<file path="src/rtl/muldiv_iter.sv">
// Iterative RISC-V M-extension unit: radix-2 shift-add multiply and
// restoring divide, one bit per cycle, with a 1-cycle divide fast path.
module muldiv_iter #(
    parameter int XLEN = 32
) (
    input  logic            clk,
    input  logic            rst,
    input  logic            start,
    input  logic [2:0]      op,
    input  logic [XLEN-1:0] a,
    input  logic [XLEN-1:0] b,
    input  logic            abort,
    output logic            busy,
    output logic            done,
    output logic [XLEN-1:0] result
);
    localparam int CW = $clog2(XLEN);
    localparam logic [XLEN-1:0] MINV = {1'b1, {(XLEN-1){1'b0}}};

    typedef enum logic [1:0] {IDLE, BUSY, DONE} state_t;

    state_t            state;
    logic [2:0]        opR;
    logic              neg;
    logic [CW-1:0]     cnt;
    logic [XLEN-1:0]   opnd;
    logic [2*XLEN-1:0] acc;

    logic              signedA, signedB, aNeg, bNeg, negIn;
    logic              divZero, ovf;
    logic [XLEN-1:0]   aMag, bMag, fastRes;

    assign signedA = (op == 3'b001) || (op == 3'b010) ||
                     (op == 3'b100) || (op == 3'b110);
    assign signedB = (op == 3'b001) || (op == 3'b100) || (op == 3'b110);
    assign aNeg    = signedA && a[XLEN-1];
    assign bNeg    = signedB && b[XLEN-1];
    assign aMag    = aNeg ? -a : a;
    assign bMag    = bNeg ? -b : b;
    // REM takes the dividend's sign; every other op uses the XOR
    assign negIn   = (op == 3'b110) ? aNeg : (aNeg ^ bNeg);
    assign divZero = op[2] && (b == '0);
    assign ovf     = op[2] && !op[0] && (a == MINV) && (b == '1);
    assign fastRes = divZero ? (op[1] ? a : '1) : (op[1] ? '0 : a);

    logic [XLEN:0]     mulSum, remShift, diff;
    logic [2*XLEN-1:0] mulNext, divNext, accNext, prodFix;
    logic [XLEN-1:0]   quotFix, remFix, finalRes;

    assign mulSum   = {1'b0, acc[2*XLEN-1:XLEN]} +
                      (acc[0] ? {1'b0, opnd} : '0);
    assign mulNext  = {mulSum, acc[XLEN-1:1]};
    assign remShift = acc[2*XLEN-1:XLEN-1];
    assign diff     = remShift - {1'b0, opnd};
    assign divNext  = diff[XLEN] ?
                      {remShift[XLEN-1:0], acc[XLEN-2:0], 1'b0} :
                      {diff[XLEN-1:0], acc[XLEN-2:0], 1'b1};
    assign accNext  = opR[2] ? divNext : mulNext;
    assign prodFix  = neg ? -accNext : accNext;
    assign quotFix  = neg ? -accNext[XLEN-1:0] : accNext[XLEN-1:0];
    assign remFix   = neg ? -accNext[2*XLEN-1:XLEN] : accNext[2*XLEN-1:XLEN];

    always_comb begin
        finalRes = '0;
        case (opR)
            3'b000:                 finalRes = prodFix[XLEN-1:0];
            3'b001, 3'b010, 3'b011: finalRes = prodFix[2*XLEN-1:XLEN];
            3'b100, 3'b101:         finalRes = quotFix;
            default:                finalRes = remFix;
        endcase
    end

    always_ff @(posedge clk) begin
        if (rst) begin
            state  <= IDLE;
            busy   <= 1'b0;
            done   <= 1'b0;
            result <= '0;
            opR    <= '0;
            neg    <= 1'b0;
            cnt    <= '0;
            opnd   <= '0;
            acc    <= '0;
        end else begin
            unique case (state)
                IDLE: begin
                    done <= 1'b0;
                    if (start) begin
                        opR <= op;
                        neg <= negIn;
                        if (divZero || ovf) begin
                            state  <= DONE;
                            done   <= 1'b1;
                            result <= fastRes;
                        end else begin
                            state <= BUSY;
                            busy  <= 1'b1;
                            cnt   <= '0;
                            opnd  <= op[2] ? bMag : aMag;
                            acc   <= {{XLEN{1'b0}}, op[2] ? aMag : bMag};
                        end
                    end
                end
                BUSY: begin
                    if (abort) begin
                        state <= IDLE;
                        busy  <= 1'b0;
                    end else begin
                        acc <= accNext;
                        cnt <= cnt + 1'b1;
                        // last iteration folds in the sign fix
                        if (cnt == CW'(XLEN-1)) begin
                            state  <= DONE;
                            busy   <= 1'b0;
                            done   <= 1'b1;
                            result <= finalRes;
                        end
                    end
                end
                DONE: begin
                    state <= IDLE;
                    done  <= 1'b0;
                end
                default: begin
                    state <= IDLE;
                    busy  <= 1'b0;
                    done  <= 1'b0;
                end
            endcase
        end
    end
endmodule
</file>
<file path="config.mk">
export PLATFORM = sky130hd
export DESIGN_NAME = muldiv_iter
export DESIGN_NICKNAME = d
export VERILOG_FILES = /design/src/rtl/muldiv_iter.sv
export SDC_FILE = /design/constraint.sdc
export NUM_CORES = 1
export LEC_CHECK = 0
export CORE_MARGIN = 4
export CORE_UTILIZATION = 55
export DETAILED_ROUTE_END_ITERATION = 7
export PLACE_DENSITY = 0.85
export RECOVER_POWER = 100
export SYNTH_ARGS = -nofsm -noshare
export SYNTH_HDL_FRONTEND = slang
export SYNTH_SLANG_ARGS = --single-unit
</file>
<file path="constraint.sdc">
create_clock -name clk -period 4.9 [get_ports clk]
set_input_delay 0.98 -clock clk [delete_from_list [all_inputs] [get_ports clk]]
set_output_delay 0.98 -clock clk [all_outputs]
set_load 0.005 [all_outputs]
</file>
### Word-level counts from Yosys, hierarchy flattened

Cells that the tools add are included.

| storage, ports and cells | value |
|---|---|
| flip-flop bits (word level) | 141 |
| input bits | 71 |
| logic and storage cells | 109 |

| cells by class | value |
|---|---|
| $add $sub $neg | 8 |
| equal/unequal tests | 20 |
| muxes and demuxes | 43 |
| bitwise gates (word level) | 3 |
| reduce and logical (&&, ||, !) cells | 26 |

Operator list:

| operator | number |
|---|---|
| 32-bit 2-to-1 mux | 14 |
| 64-bit 2-to-1 mux | 6 |
| 32-bit negator | 4 |
| 64-bit case mux with 2 select lines | 1 |
| 32-bit case mux with 3 select lines | 1 |
| 32-bit == test, second input constant | 2 |
| 64-bit negator | 1 |
| 32-bit case mux with 2 select lines | 1 |
| 32-bit by 32-bit adder with 33-bit output | 1 |
| 33-bit by 32-bit subtractor with 33-bit output | 1 |
| 32-bit logical NOT | 1 |
| 5-bit 2-to-1 mux | 3 |
| 3-bit == test, second input constant | 4 |
| 2-bit inequality test, second input constant | 5 |
| 5-bit case mux with 2 select lines | 1 |
| 3-bit by 2-bit == test with 1-bit output, second input constant | 3 |
| 1-bit 2-to-1 mux | 9 |
| 2-bit 2-to-1 mux | 4 |
| 4-bit AND reduction | 2 |
| 3-bit by 1-bit == test with 1-bit output, second input constant | 2 |
| 1-bit logical AND | 6 |
| 1-bit logical OR | 6 |
| 2-bit AND reduction | 3 |
| 5-bit by 1-bit adder with 5-bit output, second input constant | 1 |
| 17 further kinds | 18 |

### Depth between registers and ports, before layout

Gate-level depths: netlist of run 1.

| depth | value |
|---|---|
| depth in word-level cells | 10 |
| depth in mapped cells | 24 |

### Worst setup path before layout of run 1

Ideal clock, no wire load.

| timing | value |
|---|---|
| path type | reg2reg |
| start | register acc[31] |
| end | register result[22] |
| setup time | 138 ps |
| arrival time | 4,368 ps |
| slack | 394 ps |
| cell stages (with the launch flop) | 22 |
| path buffers | 2 |
| clock period less this slack | 4,506 ps |
| cells stage by stage | dfxtp_1 inv_1 ha_1 inv_1 fa_1 a211oi_2 o211ai_2 and2_1 o211ai_4 a21oi_4 buf_2 o41ai_1 or2_2 clkbuf_1 ha_1 inv_1 nor4_4 a31oi_2 nor3b_1 mux2_1 o21ai_1 a31oi_1 |

| on the way | value |
|---|---|
| cells in the longest elaborated chain, start to end | 9 |
| elaborated cells between the ends (all ways) | 13 |
| those cells by class | add/sub: 4; mux: 9 |

RTL lines:

| item | RTL line | text |
|---|---|---|
| from (decl) | 27 | `logic [2*XLEN-1:0] acc;` |
| from (signal assigned) | 100 | `acc <= {{XLEN{1'b0}}, op[2] ? aMag : bMag};` |
| from (signal assigned) | 109 | `acc <= accNext;` |
| 33-bit by 32-bit subtractor with 33-bit output | 54 | `assign diff = remShift - {1'b0, opnd};` |
| 64-bit 2-to-1 mux | 55 | `assign divNext = diff[XLEN] ?` |
| 64-bit 2-to-1 mux (*) | 58 | `assign accNext = opR[2] ? divNext : mulNext;` |
| 64-bit negator, or another cell as far along | 59 | `assign prodFix = neg ? -accNext : accNext;` |
| 64-bit 2-to-1 mux, or another cell as far along | 59 |  |
| 32-bit case mux with 3 select lines (*) | 65 | `case (opR)` |
| 32-bit 2-to-1 mux (*) | 112 | `if (cnt == CW'(XLEN-1)) begin` |
| 32-bit 2-to-1 mux (*) | 105 | `if (abort) begin` |
| 32-bit case mux with 2 select lines (*) | 85 | `unique case (state)` |
| to (signal assigned) | 94 | `result <= fastRes;` |
| to (signal assigned) | 116 | `result <= finalRes;` |
| to (decl) | 15 | `output logic [XLEN-1:0] result` |

Mark *: on every way between the ends. The rest lies on a longest branch, timed or not. The select of a mux whose other input is x is not followed.
A chain may end at the register's enable or synchronous reset.

### Worst setup path after layout of run 1

| timing | value |
|---|---|
| start | register opnd[29] |
| end | register result[5] |

| on the way | value |
|---|---|
| cells in the longest elaborated chain, start to end | 9 |
| elaborated cells between the ends (all ways) | 13 |
| those cells by class | add/sub: 4; mux: 9 |

RTL lines:

| item | RTL line | text |
|---|---|---|
| from (decl) | 26 | `logic [XLEN-1:0] opnd;` |
| from (signal assigned) | 99 | `opnd <= op[2] ? bMag : aMag;` |
| 33-bit by 32-bit subtractor with 33-bit output (*) | 54 |  |
| 64-bit 2-to-1 mux (*) | 55 |  |
| 64-bit 2-to-1 mux (*) | 58 |  |
| 64-bit negator, or another cell as far along | 59 |  |
| 64-bit 2-to-1 mux, or another cell as far along | 59 |  |
| 32-bit case mux with 3 select lines (*) | 65 |  |
| 32-bit 2-to-1 mux (*) | 112 |  |
| 32-bit 2-to-1 mux (*) | 105 |  |
| 32-bit case mux with 2 select lines (*) | 85 |  |

Marked as above.

==> impl_metrics.toml, run 1 <==
[outcome]
status = "finished, violations left"
violations = "DRC"

[final_layout]
nets = 2583
layout-drive-gt1-share = 0.1403
instances_no_fill = 2830
n_antenna_cell = 0
nFillCells = 2488
area_growth_pct = 20.79

[timing]
clock.fmax_mhz = 207.4
worst_slack_ns = 0.07856
layout_min_cycle_time_ns = 4.821
period_share = 0.9840
tightest_slew_ns = 1.135
setup_viol = 0
final_max_slew_viol_count = 0
max_slew_margin = 0.2419
finalHoldViolations = 0
finClkSkew_ns = 0.01193

[routing]
wire_per_inst_um = 25.50
drtIter0Drc = 2993
vias = 19418
antenna_left = 0
wirelength_um = 72170
drt_first_pass_iters = 8
drc_errors = 2
via_per_inst = 6.861

[floorplanning]
start_util = 0.5642
die_w_um = 177.7
core_sq_um = 28090
io-pin-count = 105
die_h_um = 177.7
rows = 61
fp.dieArea_sq_um = 31590

[logic_synthesis]
yosysUniqueCellTypes = 98
ys_ff_latch = 141
netlist_area_sq_um = 15850
synthCells = 2257
synth_seq_area_share = 0.1781
synth-warning-count = 0
ys_async_sr_fraction = 0
postSynthAreaPerCell_sq_um = 7.021
synth_edf_count = 0
syn-num-nets = 2401
ys.flop_type = "dfxtp_1"

[clock_tree]
cts_hold_buf = 0
cts_buffers = 17
cts.sinks = 141
clk_path_buf_depth = 2
htreeDepth = 4
cts.clk_slew.worst_paths_ns = 0.07
cts_root_buffer = "clkbuf_16"
clock_latency_ns = 0.45
cts_tree = "built"

[power]
p_int_mw = 2.692
p_switching_mw = 2.027
power.share.combinational = 0.439
power_frac_clock = 0.288
swShare = 0.4295
total_power_mw = 4.719
leakage_nw = 7.593
cellPowerDensity_nw_per_um2 = 246.6
pwr-share-seq = 0.273
ir_worst_vdd_v = 0.0002647

[worst_setup_path]
worstSetupStartpointType = "flop"
startpoint = "opnd[29]$_SDFFE_PP0P_"
crit_path_end_kind = "flop"
crit_type = "flop to flop"
r2r-end = "result[5]$_SDFFE_PP0P_"
reg2reg_depth = 15
path_max_fanout = 8
reg2reg_from = "opnd[29]$_SDFFE_PP0P_"
arrival_ns = 5.12
endpoint = "result[5]$_SDFFE_PP0P_"
required_ns = 5.20
regToRegSetupSlack_ns = 0.08

[global_routing]
grt_pass1_wl_um = 106100
overflow = 0
grt_pass1_vias = 17459
grt.total_usage = 0.4387
grt_max_degree = 95
antenna_found_initial = 0

[min_path]
hold_path_class = "flop to flop"

[place]
placed_cells = 2789
gp_congestion = 1.088
dp_hpwl_um = 56850
portBuffers = 104
dp_slack_ns = -0.1586

[flow_run]
cap_viol_max_count = 0
[final cells by class]
type | instances | area [sq um] | share of cell area
Clock buffer | 18 | 439.2 | 0.02294
Clock inverter | 14 | 150.1 | 0.007844
Inverter | 62 | 232.7 | 0.01216
Multi-Input combinational cell | 1902 | 12340 | 0.6447
Sequential cell | 141 | 2830 | 0.1479
Tap cell | 378 | 473.0 | 0.02471
Timing Repair Buffer | 315 | 2675 | 0.1398
[cell usage after synthesis, drive strengths merged (10+ instances only)]
cell | number | area, sq um
inv | 60 | 225.2
a21o | 28 | 210.2
nand4 | 34 | 227.7
mux2i | 54 | 540.5
a22oi | 30 | 225.2
a31oi | 35 | 225.2
clkbuf | 116 | 435.4
a311oi | 10 | 87.58
o21a | 10 | 75.07
nand3 | 52 | 265.3
o21bai | 10 | 75.07
xor2 | 62 | 543.0
dfxtp | 141 | 2823
nand2b | 25 | 156.4
nor3 | 68 | 345.3
nor2b | 13 | 81.33
mux2 | 11 | 123.9
and2 | 47 | 294.0
or3 | 13 | 86.33
o41ai | 13 | 113.9
and3 | 13 | 81.33
maj3 | 26 | 260.3
o211ai | 70 | 544.3
o21ai | 156 | 792.0
or2 | 22 | 137.6
o31ai | 25 | 211.5
nor2 | 237 | 892.1
xnor2 | 93 | 814.5
a221oi | 14 | 122.6
nor4 | 27 | 220.2
ha | 71 | 888.4
buf | 37 | 190.2
a211oi | 50 | 402.9
nand2 | 262 | 983.4
a21oi | 194 | 985.9
[logic make-up after synthesis]
family,share of synthesized area
compound gates,0.3079
xor+xnor,0.08567
fa+ha+maj,0.07501
buf+inv,0.05417
flops,0.1781
mux,0.04193
simple gates,0.2572
[worst min path at each step]
stage,end,from,depth (start not counted)
finish,result[7]$_SDFFE_PP0P_,result[7]$_SDFFE_PP0P_,2
global placement,result[5]$_SDFFE_PP0P_,result[5]$_SDFFE_PP0P_,2
floorplan,cnt[3]$_SDFFE_PP0P_,cnt[3]$_SDFFE_PP0P_,1
detailed placement,result[7]$_SDFFE_PP0P_,result[7]$_SDFFE_PP0P_,2
CTS,result[7]$_SDFFE_PP0P_,result[7]$_SDFFE_PP0P_,2
global route,opnd[8]$_SDFFE_PP0P_,opnd[8]$_SDFFE_PP0P_,2
[layout by cell type, fill, tap and decap left out, types with 12 or more instances in the layout]
cell type and count:
maj3_1 26, nor2b_1 12, a21o_1 28, nor3_1 65, o31ai_1 20, o211ai_1 68, ha_1 68, nand2_1 262
nor2_1 232, clkbuf_16 17, a21oi_1 189, mux2i_1 54, and3_1 13, a211oi_1 45, nor4_1 21, xnor2_1 93
a22oi_1 30, a31oi_1 34, dfxtp_1 137, or3_1 12, inv_1 60, xor2_1 62, a221oi_1 12, o21ai_1 14
nand2b_1 24, nand3_1 50, or2_2 22, o21ai_0 140, dlygate4sd3_1 37, buf_4 203, clkdlybuf4s50_1 65, nand4_1 33
and2_1 42
[power groups by stage]
stage               combinational, mW  sequential, mW  clock (mW)
floorplan                        1.17            1.28           0
detailed placement               1.92            1.31           0
CTS                              1.93            1.28        1.35
global route                     2.16            1.29        1.40
global placement                 1.91            1.30           0
finish                           2.07            1.29        1.36
[critical path, cell delays in order (launching register included)]
cell and delay, ns:
dfxtp_1 0.38, inv_1 0.06, ha_1 0.37, a21o_1 0.20, a21o_1 0.17, a21oi_1 0.42
o31ai_4 0.27, o31ai_1 0.64, nor2_2 0.22, or4_1 0.55, buf_4 0.17, o21ai_0 0.21
xnor2_1 0.17, o21ai_0 0.11, a221oi_1 0.52, o21ai_0 0.19
[routing by layer]
metal | global-route usage | wire (um)
met3 | 0.1108 | 9929
met2 | 0.6383 | 29860
met4 | 0.2291 | 4567
met5 | 0 | 0
met1 | 0.5966 | 27820
[per-stage QoR]
stage	area (sq um)	utilization	TNS (ns)	hold WS, ns
6_report	19140	0.6815	0	0.4608
5_1_grt	19140	0.6815	-0.1449	0.4950
4_1_cts	18940	0.6745	0	0.4648
3_5_place_dp	18340	0.6531	-0.3196	0.4520
3_3_place_gp	18340	0.6531	-0.2847	0.4409
2_1_floorplan	15850	-	0	0.4395
[what timing repair did]
| item | in CTS | in global routing |
|---|---|---|
| endpoints found under the hold margin | 0 | 0 |
| endpoints found under the setup margin | 7 | 27 |
| gates cloned | 0 | 1 |
| resized for setup | 5 | 32 |
| pin swaps | 1 | 11 |
| setup buffers | 0 | 8 |
[state kept, by name, indices dropped and copies added (netlist names)]
name and flops:
acc 64, busy 1, cnt 5, done 1
neg 1, opR 3, opnd 32, result 32
state 2
Power figures use the tool's default switching activity.
==> run 2, diff against run 1 <==
- CORE_UTILIZATION: 55 -> 25
- PLACE_DENSITY: 0.85 -> 0.5
==> impl_metrics.toml, run 2 (same netlist as run 1, synthesis figures left out) <==
[timing]
worst_slack_ns = 0.05759
layout_min_cycle_time_ns = 4.842
max_slew_margin = 0.2889
fin_setup_tns_ns = 0
finalHoldViolations = 0
grt_setup_unrepaired = "true"
tightest_slew_ns = 1.065
period_share = 0.9882
clock.fmax_mhz = 206.5
setup_viol = 0
finClkSkew_ns = 0.02022
final_max_slew_viol_count = 0

[global_routing]
grt_pass1_vias = 17562
grt.total_usage = 0.2218
grt_pass1_wl_um = 113200
overflow = 0
grt_max_degree = 67
antenna_found_initial = 4

[worst_setup_path]
crit_type = "flop to flop"
crit_chain = "buf_4 -> buf_6 -> and2_1 -> ha_4 -> nand4_1 -> or3_4 -> o32a_1 -> buf_6 -> o21ai_2 -> xnor2_1 -> nor2_1 -> a31oi_1 -> buf_4 -> nand4b_1 -> buf_4 -> o41ai_4 -> nor3b_2 -> mux2_1 -> o21ai_2 -> buf_4 -> a31oi_1"
regToRegSetupSlack_ns = 0.06
crit_path_end_kind = "flop"
path_max_fanout = 11
critPathMaxStageDelay_ns = 0.48
arrival_ns = 5.16
required_ns = 5.22
critPathSlowestCell = "or3_4"
crit_path_frequent_cell = "buf_4"
worstSetupStartpointType = "flop"

[outcome]
status = "finished, final reports clean"

[clock_tree]
cts_root_buffer = "clkbuf_16"
cts_buffers = 17
cts_hold_buf = 0
cts_tree = "built"
cts.clk_slew.worst_paths_ns = 0.07
clock_latency_ns = 0.47
clk_path_buf_depth = 2
htreeDepth = 4
cts.sinks = 141

[power]
leakage_nw = 7.958
ir_worst_vdd_v = 0.0002575
cellPowerDensity_nw_per_um2 = 232.4

[routing]
wirelength_um = 77610
antenna_left = 0
via_per_inst = 5.537
drc_errors = 0
wire_per_inst_um = 22.98
vias = 18699
drtIter0Drc = 2142
drt_first_pass_iters = 6

[floorplanning]
core_sq_um = 62970
start_util = 0.2517
die_h_um = 259.8
fp.dieArea_sq_um = 67480
rows = 92
io-pin-count = 105
die_w_um = 259.8

[final_layout]
top_register = "acc"
nets = 2662
layout-drive-gt1-share = 0.1774
reg.largest.list = "acc (64), opnd (32), result (32)"
largest_register_ffs = 64
layout_commonest_cell = "buf_4"
nFillCells = 6852
layout_common_cells = "266 x buf_4, 262 x nand2_1, 234 x nor2_1"
area_growth_pct = 29.44
n_antenna_cell = 0

[flow_run]
cap_viol_max_count = 0

[place]
gp_congestion = 0.9806
portBuffers = 104
dp_slack_ns = -0.2620
dp_hpwl_um = 63260

[min_path]
hold_path_class = "flop to flop"
==> run 2: cell types whose count changed in the layout (fill, tap and decap cells not counted), moves of 6 or more <==
cell | previous run | this run
buf_4 | 203 | 266
ha_1 | 68 | 58
clkbuf_1 | 1 | 10
dfxtp_1 | 137 | 129
ha_4 | 0 | 8
dfxtp_2 | 3 | 10
buf_6 | 1 | 7
==> run 2: final timing paths <==
kind	from	to	cells after the start
setup reg to reg	acc[0]$_SDFFE_PP0P_	result[22]$_SDFFE_PP0P_	21
hold reg to reg	result[4]$_SDFFE_PP0P_	result[4]$_SDFFE_PP0P_	2
hold / removal	result[4]$_SDFFE_PP0P_	result[4]$_SDFFE_PP0P_	2
setup / recovery	acc[0]$_SDFFE_PP0P_	result[22]$_SDFFE_PP0P_	21
==> run 2: metal layers <==
layer	wire length (um)	GRT usage	up-vias
met3	5514	0.03905	125
met4	3126	0.08155	0
met1	34070	0.3008	8983
met2	34910	0.3519	765
li1	-	-	8826
met5	0	0	-
==> run 2: timing repair <==
item                       CTS  global route
pin swaps                    1            37
setup endpoints to repair    8            24
resized for setup            6            88
setup buffers                1            11
==> run 2: report_power, final <==
group | switching (mW) | internal [mW] | total (mW) | leakage, nW
logic | 1.34 | 0.827 | 2.17 | 6.54
clock network | 0.591 | 0.712 | 1.30 | 0.262
registers | 0.0836 | 1.21 | 1.30 | 1.16
total | 2.02 | 2.75 | 4.77 | 7.96
==> run 2: final cells by class <==
| cell class | count | area, sq um | area share |
|---|---|---|---|
| clock buffers | 19 | 442.9 | 0.02159 |
| well taps | 846 | 1059 | 0.05161 |
| inverters | 62 | 232.7 | 0.01135 |
| clock inverters | 13 | 117.6 | 0.005734 |
| multi-input cells | 1901 | 12560 | 0.6122 |
| flip-flops and latches | 141 | 2843 | 0.1386 |
| repair buffers | 395 | 3261 | 0.1590 |
==> run 2: critical path: cells and delay by family, from the launching register on <==
| family | cells | cell delay (ns) |
|---|---|---|
| AOI/OAI and AO/OA | 6 | 1.24 |
| xor gates and xnor gates | 1 | 0.14 |
| adders and majority gates | 1 | 0.28 |
| buffers and inverters | 6 | 0.93 |
| DFF | 1 | 0.34 |
| muxes | 1 | 0.36 |
| and+or+nand+nor | 6 | 1.41 |
==> run 2: metrics by stage <==
| step | power (mW) | instance area [sq um] | instances | utilization | hold slack [ns] |
|---|---|---|---|---|---|
| 2_1_floorplan | 2.450 | 15850 | 2257 | - | 0.4395 |
| 3_3_place_gp | 3.380 | 19510 | 3333 | 0.3098 | 0.4510 |
| 3_5_place_dp | 3.385 | 19510 | 3333 | 0.3098 | 0.4496 |
| 4_1_cts | 4.695 | 20130 | 3366 | 0.3197 | 0.4571 |
| 5_1_grt | 4.987 | 20510 | 3377 | 0.3257 | 0.4740 |
| 6_report | 4.767 | 20510 | 3377 | 0.3257 | 0.4537 |
